**src/rtl/sort_job_sched.sv**
```systemverilog
// sort_job_sched: round-robin arbiter that lends one sort engine to REQ_NUM clients,
// forwarding the granted client's key stream in and steering engine outputs back.
module sort_job_sched #(
    parameter int REQ_NUM     = 4,
    parameter int DATA_W      = 8,
    parameter int OUTPORT_NUM = 1,
    parameter int TIMEOUT_CYC = 4096
) (
    input  logic                           clk,
    input  logic                           rst,
    input  logic [REQ_NUM-1:0]             req_vld_i,
    input  logic [REQ_NUM-1:0]             req_mode_i,
    input  logic [REQ_NUM-1:0]             in_vld_i,
    input  logic [REQ_NUM*DATA_W-1:0]      in_data_i,
    input  logic [REQ_NUM-1:0]             in_done_i,
    output logic [REQ_NUM-1:0]             gnt_o,
    output logic                           busy_o,
    output logic                           sort_vld_o,
    output logic [DATA_W-1:0]              sort_data_o,
    output logic                           sort_done_vld_o,
    output logic                           sort_mode_o,
    input  logic [OUTPORT_NUM-1:0]         sort_out_vld_i,
    input  logic                           sort_out_done_i,
    output logic [REQ_NUM*OUTPORT_NUM-1:0] cli_out_vld_o,
    output logic [REQ_NUM-1:0]             cli_out_done_o,
    output logic                           timeout_o
);
    localparam int PW = $clog2(REQ_NUM);
    localparam int CW = $clog2(TIMEOUT_CYC);
    typedef enum logic [1:0] {IDLE, LOAD, DRAIN, GAP} state_t;
    state_t              state_q;
    logic [REQ_NUM-1:0]  gnt_q;
    logic [PW-1:0]       rr_q, gidx_q, win_d, idx;
    logic [PW:0]         sum;
    logic                hit_d, mode_q, sort_vld_q, sort_done_q, timeout_q;
    logic [DATA_W-1:0]   sort_data_q;
    logic [CW-1:0]       cnt_q;
    logic                drain, out_done, expire;
    // First requester at or after rr_q, wrapping modulo REQ_NUM
    always_comb begin
        win_d = '0;
        hit_d = 1'b0;
        sum   = '0;
        idx   = '0;
        for (int i = 0; i < REQ_NUM; i++) begin
            sum = {1'b0, rr_q} + (PW+1)'(i);
            idx = (sum >= (PW+1)'(REQ_NUM)) ? PW'(sum - (PW+1)'(REQ_NUM)) : PW'(sum);
            if (!hit_d && req_vld_i[idx]) begin
                hit_d = 1'b1;
                win_d = idx;
            end
        end
    end
    assign drain    = state_q == DRAIN;
    assign out_done = drain && sort_out_done_i;
    assign expire   = drain && !sort_out_done_i && cnt_q == CW'(TIMEOUT_CYC-1);
    always_ff @(posedge clk or negedge rst) begin
        if (!rst) begin
            state_q     <= IDLE;
            gnt_q       <= '0;
            gidx_q      <= '0;
            rr_q        <= '0;
            mode_q      <= 1'b0;
            sort_vld_q  <= 1'b0;
            sort_data_q <= '0;
            sort_done_q <= 1'b0;
            timeout_q   <= 1'b0;
            cnt_q       <= '0;
        end else begin
            sort_vld_q  <= state_q == LOAD && in_vld_i[gidx_q];
            sort_data_q <= state_q == LOAD ? in_data_i[gidx_q*DATA_W +: DATA_W] : '0;
            sort_done_q <= state_q == LOAD && in_done_i[gidx_q];
            timeout_q   <= expire;
            case (state_q)
                IDLE: if (hit_d) begin
                    state_q <= LOAD;
                    gnt_q   <= REQ_NUM'(1) << win_d;
                    gidx_q  <= win_d;
                    mode_q  <= req_mode_i[win_d];
                    rr_q    <= (win_d == PW'(REQ_NUM-1)) ? '0 : win_d + 1'b1;
                end
                LOAD: if (in_done_i[gidx_q]) begin
                    state_q <= DRAIN;
                    cnt_q   <= '0;
                end
                DRAIN: begin
                    cnt_q <= cnt_q + 1'b1;
                    if (sort_out_done_i || expire) begin
                        state_q <= GAP;
                        gnt_q   <= '0;
                        mode_q  <= 1'b0;
                    end
                end
                default: state_q <= IDLE;
            endcase
        end
    end
    assign gnt_o           = gnt_q;
    assign busy_o          = state_q != IDLE;
    assign sort_vld_o      = sort_vld_q;
    assign sort_data_o     = sort_data_q;
    assign sort_done_vld_o = sort_done_q;
    assign sort_mode_o     = mode_q;
    assign timeout_o       = timeout_q;
    assign cli_out_done_o  = out_done ? gnt_q : '0;
    for (genvar k = 0; k < REQ_NUM; k++) begin : g_cli
        assign cli_out_vld_o[k*OUTPORT_NUM +: OUTPORT_NUM] = (drain && gnt_q[k]) ? sort_out_vld_i : '0;
    end
endmodule
```
**config.mk**
```make
export PLATFORM = sky130hd
export DESIGN_NAME = sort_job_sched
export DESIGN_NICKNAME = d
export VERILOG_FILES = /design/src/rtl/sort_job_sched.sv
export SDC_FILE = /design/constraint.sdc
export NUM_CORES = 1
export LEC_CHECK = 0
export ABC_AREA = 1
export CAP_MARGIN = 20
export CORE_MARGIN = 8
export CORE_UTILIZATION = 46
export DETAILED_ROUTE_END_ITERATION = 8
export GPL_ROUTABILITY_DRIVEN = 0
export PLACE_DENSITY_LB_ADDON = 0.3
export SETUP_SLACK_MARGIN = 0.5
export SKIP_CTS_REPAIR_TIMING = 1
export SLEW_MARGIN = 25
export SYNTH_ARGS = -nofsm -noshare
export SYNTH_HDL_FRONTEND = slang
export SYNTH_SLANG_ARGS = --single-unit
```
**constraint.sdc**
```tcl
create_clock -name clk -period 5.27 [get_ports clk]
set_input_delay 1.3175 -clock clk [delete_from_list [all_inputs] [get_ports clk]]
set_output_delay 1.3175 -clock clk [all_outputs]
set_load 0.05 [all_outputs]
```
==> metrics.txt, run 1 <==
GR peak layer=met2; Die ar.=around 0.0075 mm^2; gr ovfl total=0; part of the cycle the worst path needs=0.794; Cell variety after synth=31; met1 usage=0.173; drt drc=0; post-route ant nets=0; synth top area cells=dfrtp_1 37%, nand2_1 12%, nor2_1 8.3%; Post-Synthesis Cells=315; setup TNS=0 ps; share of total power in the clock network=0.108; vias per cell=about 5; Clock Path Buffers=2; Final HPWL DP=approximately 4600 um; via count=between 2000 and 2500; chip width=slightly below 90 um; number of global-route vias before repair=approximately 2200; GR Util met3=0.0709; Netlist Area Pre-Place=approximately 0.0023 mm^2; CTS root buf=clkbuf_8; DR iter-0 viols=126; clock latency on the worst-skew pair=between 200 and 300 ps; Gate power share=0.637; Synth area leader=dfrtp_1; Final nets=452; Fin. Hold Viols=0; arrival time worst endpoint=about 2900 ps; Top Ports=77; sequential-to-total area share from yosys stat=0.370; chip height=slightly below 90 um; P_leak=1.48 nW; NetSw=about 0.94 mW; synth warn=0; Initial Utilization=0.480; GRT Overall Usage=0.160; n_diodes=0; max cap viols=0; final slew viol count=0; Post-Synthesis Net Count=between 300 and 400; Avg Synthesized Cell Area=~7.3 um^2; sw frac=0.529; Power Density=555 mW/mm^2; final wirelength=around 5700 um; first drt pass iteration count=4; Power Total=1.77 mW; worst vdd ir=0.288 mV; IO buf count=between 70 and 80; Syn-to-layout area delta=38.8%; worst clock skew=~3.7 ps; min-delay worst type=flip-flop to flip-flop; critical path capture point type=output port; slowest stage delay, CP=a little over 800 ps; FF-to-FF setup slack=~3000 ps; Slew headroom=0.514; crit start category=input pin; # setup viols final=0; clk sinks=34; CP Max Fanout=4; internal power=around 0.83 mW; FF+latch count, synth=34; Buf+Inv Stages, Crit Path=2; crit-path leading delay family=buffers and inverters; share of the synthesized area in the top cell type=0.370; maximum clock rate=0.239 GHz; cell row count=25; min Tclk post-route=~4200 ps; CTS Buf Count=5; setup repair after global routing missed its margin=false; met2 Use GR=0.267; Worst Tran Pin Value=approximately 730 ps; per-cell routed wire length=roughly 13 um; CP Cell Sequence=clkdlybuf4s50_1, nand2_1, nor2_1, clkdlybuf4s50_1; CTS tree=done; hold slack=approximately 500 ps; Most common cell on crit path=clkdlybuf4s50_1; layout cells sized above 1=0.133; initial antenna violation count=0; slowest CP cell=clkdlybuf4s50_1; H-tree depth=2; status=completed; CP Class=input pin to output port; clock-pin slew on the worst setup and hold paths=approximately 60 ps; register share of total power=0.255; largest net degree at the start of global routing=35; Worst Path Required=between 3000 and 4000 ps; CORE AREA=roughly 0.0048 mm^2; global-route wire length before repair=9570 um
==> worst reg2reg max path, cell delays in order, from the launching register on <==
cell and delay, ps:
dfrtp_1 820, inv_2 310, nand2_1 130, nand3_1 100, nand2_1 110, nand2_2 90, o21ai_2 160, nor2_4 70
nand2_2 110, nor2_2 50, a21oi_1 160, nor3_2 50
==> cells in the mapped netlist <==
library cell and count:
nand2_1 72, nor2_1 51, dfrtp_1 34, inv_1 26
o21ai_0 23, a21oi_1 21, nand2_2 11, nand3_1 11
ha_1 8, inv_2 8, nand3_2 8, nor3_1 7
nand2_4 4, nand4_1 3, nor2_2 3, o21ai_1 3
o21ai_2 3, buf_1 2, buf_6 2, clkbuf_1 2
nand3_4 2, nor2_4 2, a21oi_2 1, a31oi_1 1
and3_1 1, buf_2 1, clkinv_1 1, nand4_2 1
nor2_8 1, nor3_2 1, nor4_1 1
==> layout by cell type, fill, tap and decap left out, drive strengths merged, types with 4 or more instances in the layout <==
cell type	n
ha	8
a21oi	22
nand3	21
dfrtp	34
nor2	57
nand2	87
clkbuf	6
inv	34
nor3	8
clkdlybuf4s50	76
o21ai	29
nand4	4
==> final timing paths <==
kind,cells past startpoint,from,end
min in group asynchronous,2,rst,cnt_q[6]$_DFFE_PN0P_
max in group asynchronous,2,rst,cnt_q[0]$_DFFE_PN0P_
setup / recovery,4,sort_out_done_i,cli_out_done_o[2]
hold reg to reg,2,sort_mode_o$_DFFE_PN0P_,sort_mode_o$_DFFE_PN0P_
setup reg to reg,11,gidx_q[0]$_DFFE_PN0P_,cnt_q[9]$_DFFE_PN0P_
hold / removal,2,sort_mode_o$_DFFE_PN0P_,sort_mode_o$_DFFE_PN0P_
==> sequential cells by signal (all words and copies together), names as in the netlist <==
name / count
sort_data_o: 8
rr_q: 2
sort_mode_o: 1
cnt_q: 12
gidx_q: 2
sort_vld_o: 1
state_q: 2
sort_done_vld_o: 1
timeout_o: 1
gnt_o: 4
==> per-layer routing <==
| layer | wire [um] | share of wire |
|---|---|---|
| met5 | 0 | 0 |
| met4 | 108 | 0.019 |
| met3 | 505 | 0.088 |
| met2 | 2690 | 0.47 |
| met1 | 2440 | 0.42 |
==> logic make-up after synthesis <==
| family | after synthesis | share of synthesized area |
|---|---|---|
| fa+ha+maj | 8 | 0.0436 |
| flops | 34 | 0.370 |
| buf+inv | 42 | 0.0757 |
| simple gates | 179 | 0.390 |
| compound gates | 52 | 0.120 |
==> stage by stage <==
stage,std cells,setup slack [ps],cell area [um^2],util
global placement,452,1100,3110,0.649
floorplan,315,1540,2300,-
finish,458,1090,3190,0.666
CTS,458,1080,3190,0.666
global route,458,1000,3190,0.666
detailed placement,452,1080,3110,0.649
==> final cells by class <==
class,count,area (um^2)
fill,411,1600
multi-input combinational,239,1270
sequential,34,851
timing repair buffer,77,768
inverter,35,131
tap,67,83.8
clock buffer,6,82.6
==> power groups by stage <==
stage	registers, mW	logic [mW]	clock network [mW]
after global routing	0.468	1.26	0.211
final	0.451	1.13	0.191
after CTS	0.453	1.14	0.198
after global placement	0.453	1.11	0
after floorplan	0.551	0.755	0
after detailed placement	0.458	1.14	0
(Power assumes the default switching activity.)
==> run 2: changes to the inputs <==
Clock period 5.27 ns to 4.15 ns, I/O delays scaled along.
==> metrics.txt, run 2 (synthesized netlist as in run 1, its figures left out) <==
Clock Path Buffers=2; DR iter-0 viols=just over 90; arrival time worst endpoint=2530 ps; layout cells sized above 1=0.135; Fin. Hold Viols=0; Layout fillers=slightly above 400; Power Total=roughly 2.3 mW; internal power=1.07 mW; CP Cell Sequence=clkdlybuf4s50_1, inv_1, nor3_1, clkdlybuf4s50_1; R2R cell count=11; final slew viol count=0; Final nets=between 400 and 500; max FFs per register=12; Gate power share=0.637; IO buf count=76; sequential cell area=between 800 and 900 um^2; P_leak=1.56 nW; CP Max Fanout=4; min Tclk post-route=approximately 3600 ps; per-cell routed wire length=approximately 13 um; min-delay worst type=flip-flop to flip-flop; share of total power in the clock network=0.111; Initial Utilization=0.480; first drt pass iteration count=4; Syn-to-layout area delta=39.7%; CP Class=input pin to output port; Worst Path Required=slightly above 3000 ps; drt drc=0; worst clock skew=4.63 ps; sw frac=0.530; Worst Tran Pin Value=710 ps; most frequent cells in the layout=72 x nand2_1, 72 x clkdlybuf4s50_1, 51 x nor2_1; Die ar.=roughly 0.0075 mm^2; global-route wire length before repair=10000 um; CP startpoint=sort_out_vld_i; Top Ports=77; # setup viols final=0; crit path capture=cli_out_vld_o[0]; worst vdd ir=slightly above 0.4 mV; GRT Overall Usage=0.164; clock-pin slew on the worst setup and hold paths=around 70 ps; clock latency on the worst-skew pair=between 200 and 300 ps; CTS root buf=clkbuf_8; maximum clock rate=around 0.28 GHz; slowest stage delay, CP=between 800 and 900 ps; most flop-heavy register=cnt_q; NetSw=around 1.2 mW; initial antenna violation count=0; hold slack=slightly below 500 ps; setup TNS=0 ps; Final HPWL DP=~4600 um; chip height=between 80 and 90 um; CTS tree=done; CTS Buf Count=5; number of global-route vias before repair=about 2300; post-route ant nets=0; largest net degree at the start of global routing=35; H-tree depth=2; Most common cell on crit path=clkdlybuf4s50_1; n_diodes=0; gr ovfl total=0; crit start category=input pin; area of the multi-input gates=0.00127 mm^2; reg2reg start=gidx_q[0]$_DFFE_PN0P_; register share of total power=0.252; final wirelength=5800 um; reg2reg end=cnt_q[9]$_DFFE_PN0P_; part of the cycle the worst path needs=0.859; CORE AREA=0.00479 mm^2; status=completed; via count=between 2000 and 2500; FF-to-FF setup slack=approximately 1900 ps; chip width=86.7 um; critical path capture point type=output port; Slew headroom=0.526; clk sinks=34; Power Density=approximately 710 mW/mm^2; vias per cell=around 4.9; max cap viols=0; setup repair after global routing missed its margin=false; slowest CP cell=clkdlybuf4s50_1; cell row count=25; setup ws final=584 ps; min-delay src=sort_mode_o$_DFFE_PN0P_; pre-CTS setup slack=between 500 and 600 ps
## run 2: per-stage QoR
stage	area, um^2	instances	util
floorplan	2300	315	-
global placement	3110	452	0.649
CTS	3200	460	0.668
finish	3210	460	0.670
detailed placement	3110	452	0.649
global route	3210	460	0.670
## run 2: final cells by class
class | count | share of cell area
clock buffer | 7 | 0.0269
clock inverter | 1 | 0.00156
inverter | 35 | 0.0410
multi-input combinational | 239 | 0.397
sequential | 34 | 0.265
tap | 67 | 0.0261
timing repair buffer | 77 | 0.243
## run 2: power by group through the flow
stage / Clock, mW / Sequential [mW] / Combinational, mW
6_report: 0.253 / 0.572 / 1.45
5_1_grt: 0.270 / 0.596 / 1.62
4_1_cts: 0.259 / 0.573 / 1.46
3_5_place_dp: 0 / 0.580 / 1.45
3_3_place_gp: 0 / 0.575 / 1.41
2_1_floorplan: 0 / 0.700 / 0.958
## run 2: worst min path at each step
| stage | to | slack, ps | cells after the start |
|---|---|---|---|
| floorplan | cnt_q[1]$_DFFE_PN0P_ | 470 | 2 |
| global route | sort_mode_o$_DFFE_PN0P_ | 540 | 2 |
| detailed placement | sort_mode_o$_DFFE_PN0P_ | 470 | 2 |
| finish | sort_mode_o$_DFFE_PN0P_ | 480 | 2 |
| global placement | sort_mode_o$_DFFE_PN0P_ | 470 | 2 |
| CTS | sort_mode_o$_DFFE_PN0P_ | 490 | 2 |
## run 2: per-layer routing
| layer | vias to the layer above | share of wire | GRT usage |
|---|---|---|---|
| met5 | - | 0 | 0 |
| met4 | 0 | 0.020 | 0.0689 |
| met3 | 9 | 0.082 | 0.0577 |
| met2 | 76 | 0.48 | 0.276 |
| met1 | 1024 | 0.41 | 0.184 |
| li1 | 1165 | - | - |
## run 2: worst max-delay path: cells and delay by family
kind / cells / cell delay, ps
buf+inv: 3 / 1350
simple gates: 1 / 130
==> run 3: changes to the inputs <==
Settings changed: SLEW_MARGIN 25 to not set.
==> results of run 3 <==
Same layout as run 2: the final DEF is identical, and so are final timing and power.
==> patch 1, RTL diff (config.mk and constraints of run 2) <==
`DATA_W`: 8 -> 7.
--- a/src/rtl/sort_job_sched.sv
+++ b/src/rtl/sort_job_sched.sv
@@ -4,3 +4,3 @@
     parameter int REQ_NUM     = 4,
-    parameter int DATA_W      = 8,
+    parameter int DATA_W      = 7,
     parameter int OUTPORT_NUM = 1,
Ports: changed (resized in_data_i and sort_data_o); port bits go from 77 to 72. The function was not compared with the original's and may differ.
==> patch 1 against run 2 <==
  * First-iteration DRC count rose by 71%
  * Die area fell by 1.3%
  * Clock power fell by 7%
  * Design area fell by 2.7%
  * Sequential cell count fell by 1
  * Worst setup slack got worse by 12 ps
  * Total power fell by 8.2%
  * Area after synthesis fell by 1.6%
  * Routed wire length rose by 3.9%
  * Critical path type unchanged
  * Highest routed layer unchanged
==> patch 1: results (changes against run 2) <==
[status]
run_status=finished clean

[place]
placed_cell_area_sq_mm=0.003025  ; -2.6%
hpwl_um=4636  ; +0.13%
pre_cts_slack_ps=493.4  ; -13.73 ps

[setup_path]
reg2reg_depth=12  ; +1

[routing]
firstDrtPassIters=6  ; +2
drt-initial-drc-count=156  ; +71%
via_per_inst=4.989  ; +0.92%
num_vias=2310  ; +1.6%

[synthesis]
ys_types=29  ; -6.5%
synthCells=322  ; +2.2%
yosysSeqAreaShare_pct=36.54  ; -0.49 points
synth_area_leaders=dfrtp_1 37%, nand2_1 13%, nor2_1 8.8%

[timing]
holdWs_ps=497.8  ; +15.71 ps
slew_headroom_pct=56.13  ; +3.5 points
finClkSkew_ps=2.857  ; -1.769 ps
min_period_ps=3578  ; +12.07 ps

[grt]
grt_max_degree=34  ; -2.9%
grt_pass1_wl_um=10210  ; +2.1%

[final_layout]
fillers=424  ; +4.7%
nets=451  ; -0.22%
drive_gt1_share_pct=10.10  ; -3.4 points

[power]
intPower_uw=981.5  ; -8.0%
power_leakage_nw=1.528  ; -1.8%
vdd_drop_max_mv=0.4341  ; +6.4%

-- patch 1: cell type report --
class | count | area, sq um | share of cell area [%]
timing repair buffer | 72 | 730.7 | 23.42
sequential | 33 | 825.8 | 26.46
clock buffer | 6 | 72.57 | 2.326
inverter | 38 | 143.9 | 4.611
tap | 67 | 83.83 | 2.686
clock inverter | 2 | 10.01 | 0.3208
multi-input combinational | 245 | 1254 | 40.18
-- patch 1: worst max path at each step --
stage | to | cells after the start
floorplan | cli_out_vld_o[0] | 2
global placement | cli_out_done_o[2] | 4
detailed placement | cli_out_done_o[3] | 4
CTS | cli_out_done_o[3] | 4
global route | cli_out_vld_o[1] | 4
finish | cli_out_vld_o[0] | 4
-- patch 1: worst min-delay path, stage by stage (launching register included) --
cell	delay [ps]
dfrtp_1	360
nand2_1	60
nand2_1	60
-- patch 1: layer usage --
layer / global-route usage (%) / vias to the layer above / routed length, um
li1: - / 1170 / -
met3: 4.394 / 8 / 326
met2: 29.60 / 63 / 2960
met1: 19.51 / 1069 / 2635
met4: 7.166 / 0 / 104
met5: 0 / - / 0
-- patch 1: logic make-up after synthesis --
logic type	Yosys count	share of synthesized area [%]
AO/OA/AOI/OAI	43	10.08
XOR/XNOR	2	0.7753
AND/OR/NAND/NOR	191	39.70
adder cells (fa/ha/maj)	8	4.430
flip-flops	33	36.54
buffers and inverters	44	7.974
multiplexers	1	0.4983
-- patch 1: power groups by stage --
stage	sequential, mW	combinational (mW)	clock [mW]
final	0.547	1.30	0.235
after global routing	0.565	1.46	0.261
after CTS	0.546	1.32	0.243
after detailed placement	0.552	1.31	0
after global placement	0.548	1.28	0
after floorplan	0.641	0.888	0
==> patch 2, RTL diff (settings of run 2) <==
Made on the original files. Encoding of `state_t`: now one-hot (4 bits for 4 states).
--- a/src/rtl/sort_job_sched.sv
+++ b/src/rtl/sort_job_sched.sv
@@ -29,3 +29,3 @@
     localparam int CW = $clog2(TIMEOUT_CYC);
-    typedef enum logic [1:0] {IDLE, LOAD, DRAIN, GAP} state_t;
+    typedef enum logic [3:0] {IDLE = 4'b0001, LOAD = 4'b0010, DRAIN = 4'b0100, GAP = 4'b1000} state_t;
     state_t              state_q;
Formal check against the unedited RTL: same outputs for any inputs over 10 cycles, from zero or initial values and one cycle with rst low; not proved beyond that.
==> patch 2 against run 2 <==
  * Routed wire length rose by 8.1%
  * Worst setup slack improved by 7.8 ps
  * Clock skew is 7.9 ps higher
  * Sequential power increased by 8.7%
  * Sequential cell count rose by 2
  * Total power shrank 1.9%
  * Critical path type unchanged
  * Area after synthesis is 1.1% higher
  * Design area is 0.78% higher
  * Largest cell class unchanged
==> patch 2: results (changes against run 2) <==
[status]
run_status=finished clean

[grt]
met2_usage_pct=29.77  ; +2.1 points
grtUsageMet1_pct=20.78  ; +2.4 points
grt_usage_pct=17.56  ; +1.1 points
grtUsageMet3_pct=4.340  ; -1.4 points
grt_max_degree=37  ; +5.7%
grt_pass1_wl_um=10610  ; +6.0%

[setup_path]
critical_path.max_stage_delay_ps=810  ; -20 ps
critPathSlowestCell=clkdlybuf4s50_1
crit_arrival_ps=2520  ; about the same
crit_path_start=sort_out_done_i
rr_startpoint=gidx_q[0]$_DFFE_PN0P_
reg2reg_depth=6  ; -5
crit_family=buffers and inverters

[routing]
dr_wl_met3_um=348  ; -27%
wirelength_um=6271  ; +8.1%
m1WireLength_um=2801  ; +17%
via_per_inst=4.996  ; +1.1%
wl_met2_um=2976  ; +5.9%
firstDrtPassIters=4  ; unchanged
num_vias=2338  ; +2.8%

[power]
power_mw=2.228  ; -1.9%
power_leakage_nw=1.592  ; +2.3%
seqPwrFrac_pct=27.9  ; +2.7 points
intPower_mw=1.102  ; +3.3%
p_comb_mw=1.28  ; -12%
vdd_drop_max_mv=0.5192  ; +27%

[synthesis]
yosys_warnings=0  ; unchanged
syn-num-nets=381  ; +1.6%
yosysSeqAreaShare_pct=38.83  ; +1.8 points
synth_commonest_cells=70 x nand2_1, 58 x nor2_1, 35 x dfrtp_1
synth_area_leaders=dfrtp_1 38%, nand2_1 11%, nor2_1 9.4%
ys_types=38  ; +23%
synthArstFlopShare_pct=100.0  ; unchanged
synth_edf_count=0  ; unchanged
synthCells=324  ; +2.9%

[place]
hpwl_um=4693  ; +1.4%
placed_cell_area_sq_mm=0.003103  ; -0.12%
placedCellCount=460  ; +1.8%
pre_cts_slack_ps=470.9  ; -36.17 ps

[final_layout]
nets=454  ; +0.44%
top_register=cnt_q
drive_gt1_share_pct=10.80  ; -2.7 points

[clocking]
clk_pin_slew_worst_paths_ps=90  ; +20 ps
clock_latency_ps=300  ; +20 ps
cts_buffer_depth=2  ; unchanged

[min_path]
hp-class=register to register
hold_path.startpoint=sort_mode_o$_DFFE_PN0P_

[timing]
worst_pin_slew_ps=822.9  ; +112.6 ps
finClkSkew_ps=12.57  ; +7.949 ps

==> patch 2: area by class of cell <==
class                   count  area, sq um
clock inverters             3        46.29
inverters                  34        135.1
repair buffers             76        770.7
clock buffers               5        68.82
fillers                   438         1744
flip-flops and latches     36        902.1
multi-input cells         244         1222
well taps                  70        87.58
==> patch 2: cell families after synthesis <==
group           after synthesis  synth area share, %
flops                        36                38.83
compound gates               50                12.12
fa+ha+maj                     5                2.693
buf+inv                      44                8.562
simple gates                186                36.67
xor+xnor                      3                1.131
==> patch 2: final timing paths <==
| path | slack (ps) | end |
|---|---|---|
| setup / recovery | 590 | cli_out_done_o[3] |
| hold / removal | 500 | sort_mode_o$_DFFE_PN0P_ |
| setup reg to reg | 1850 | cnt_q[4]$_DFFE_PN0P_ |
| hold reg to reg | 500 | sort_mode_o$_DFFE_PN0P_ |
| max in group asynchronous | 2790 | cnt_q[8]$_DFFE_PN0P_ |
| min in group asynchronous | 830 | rr_q[1]$_DFFE_PN0P_ |
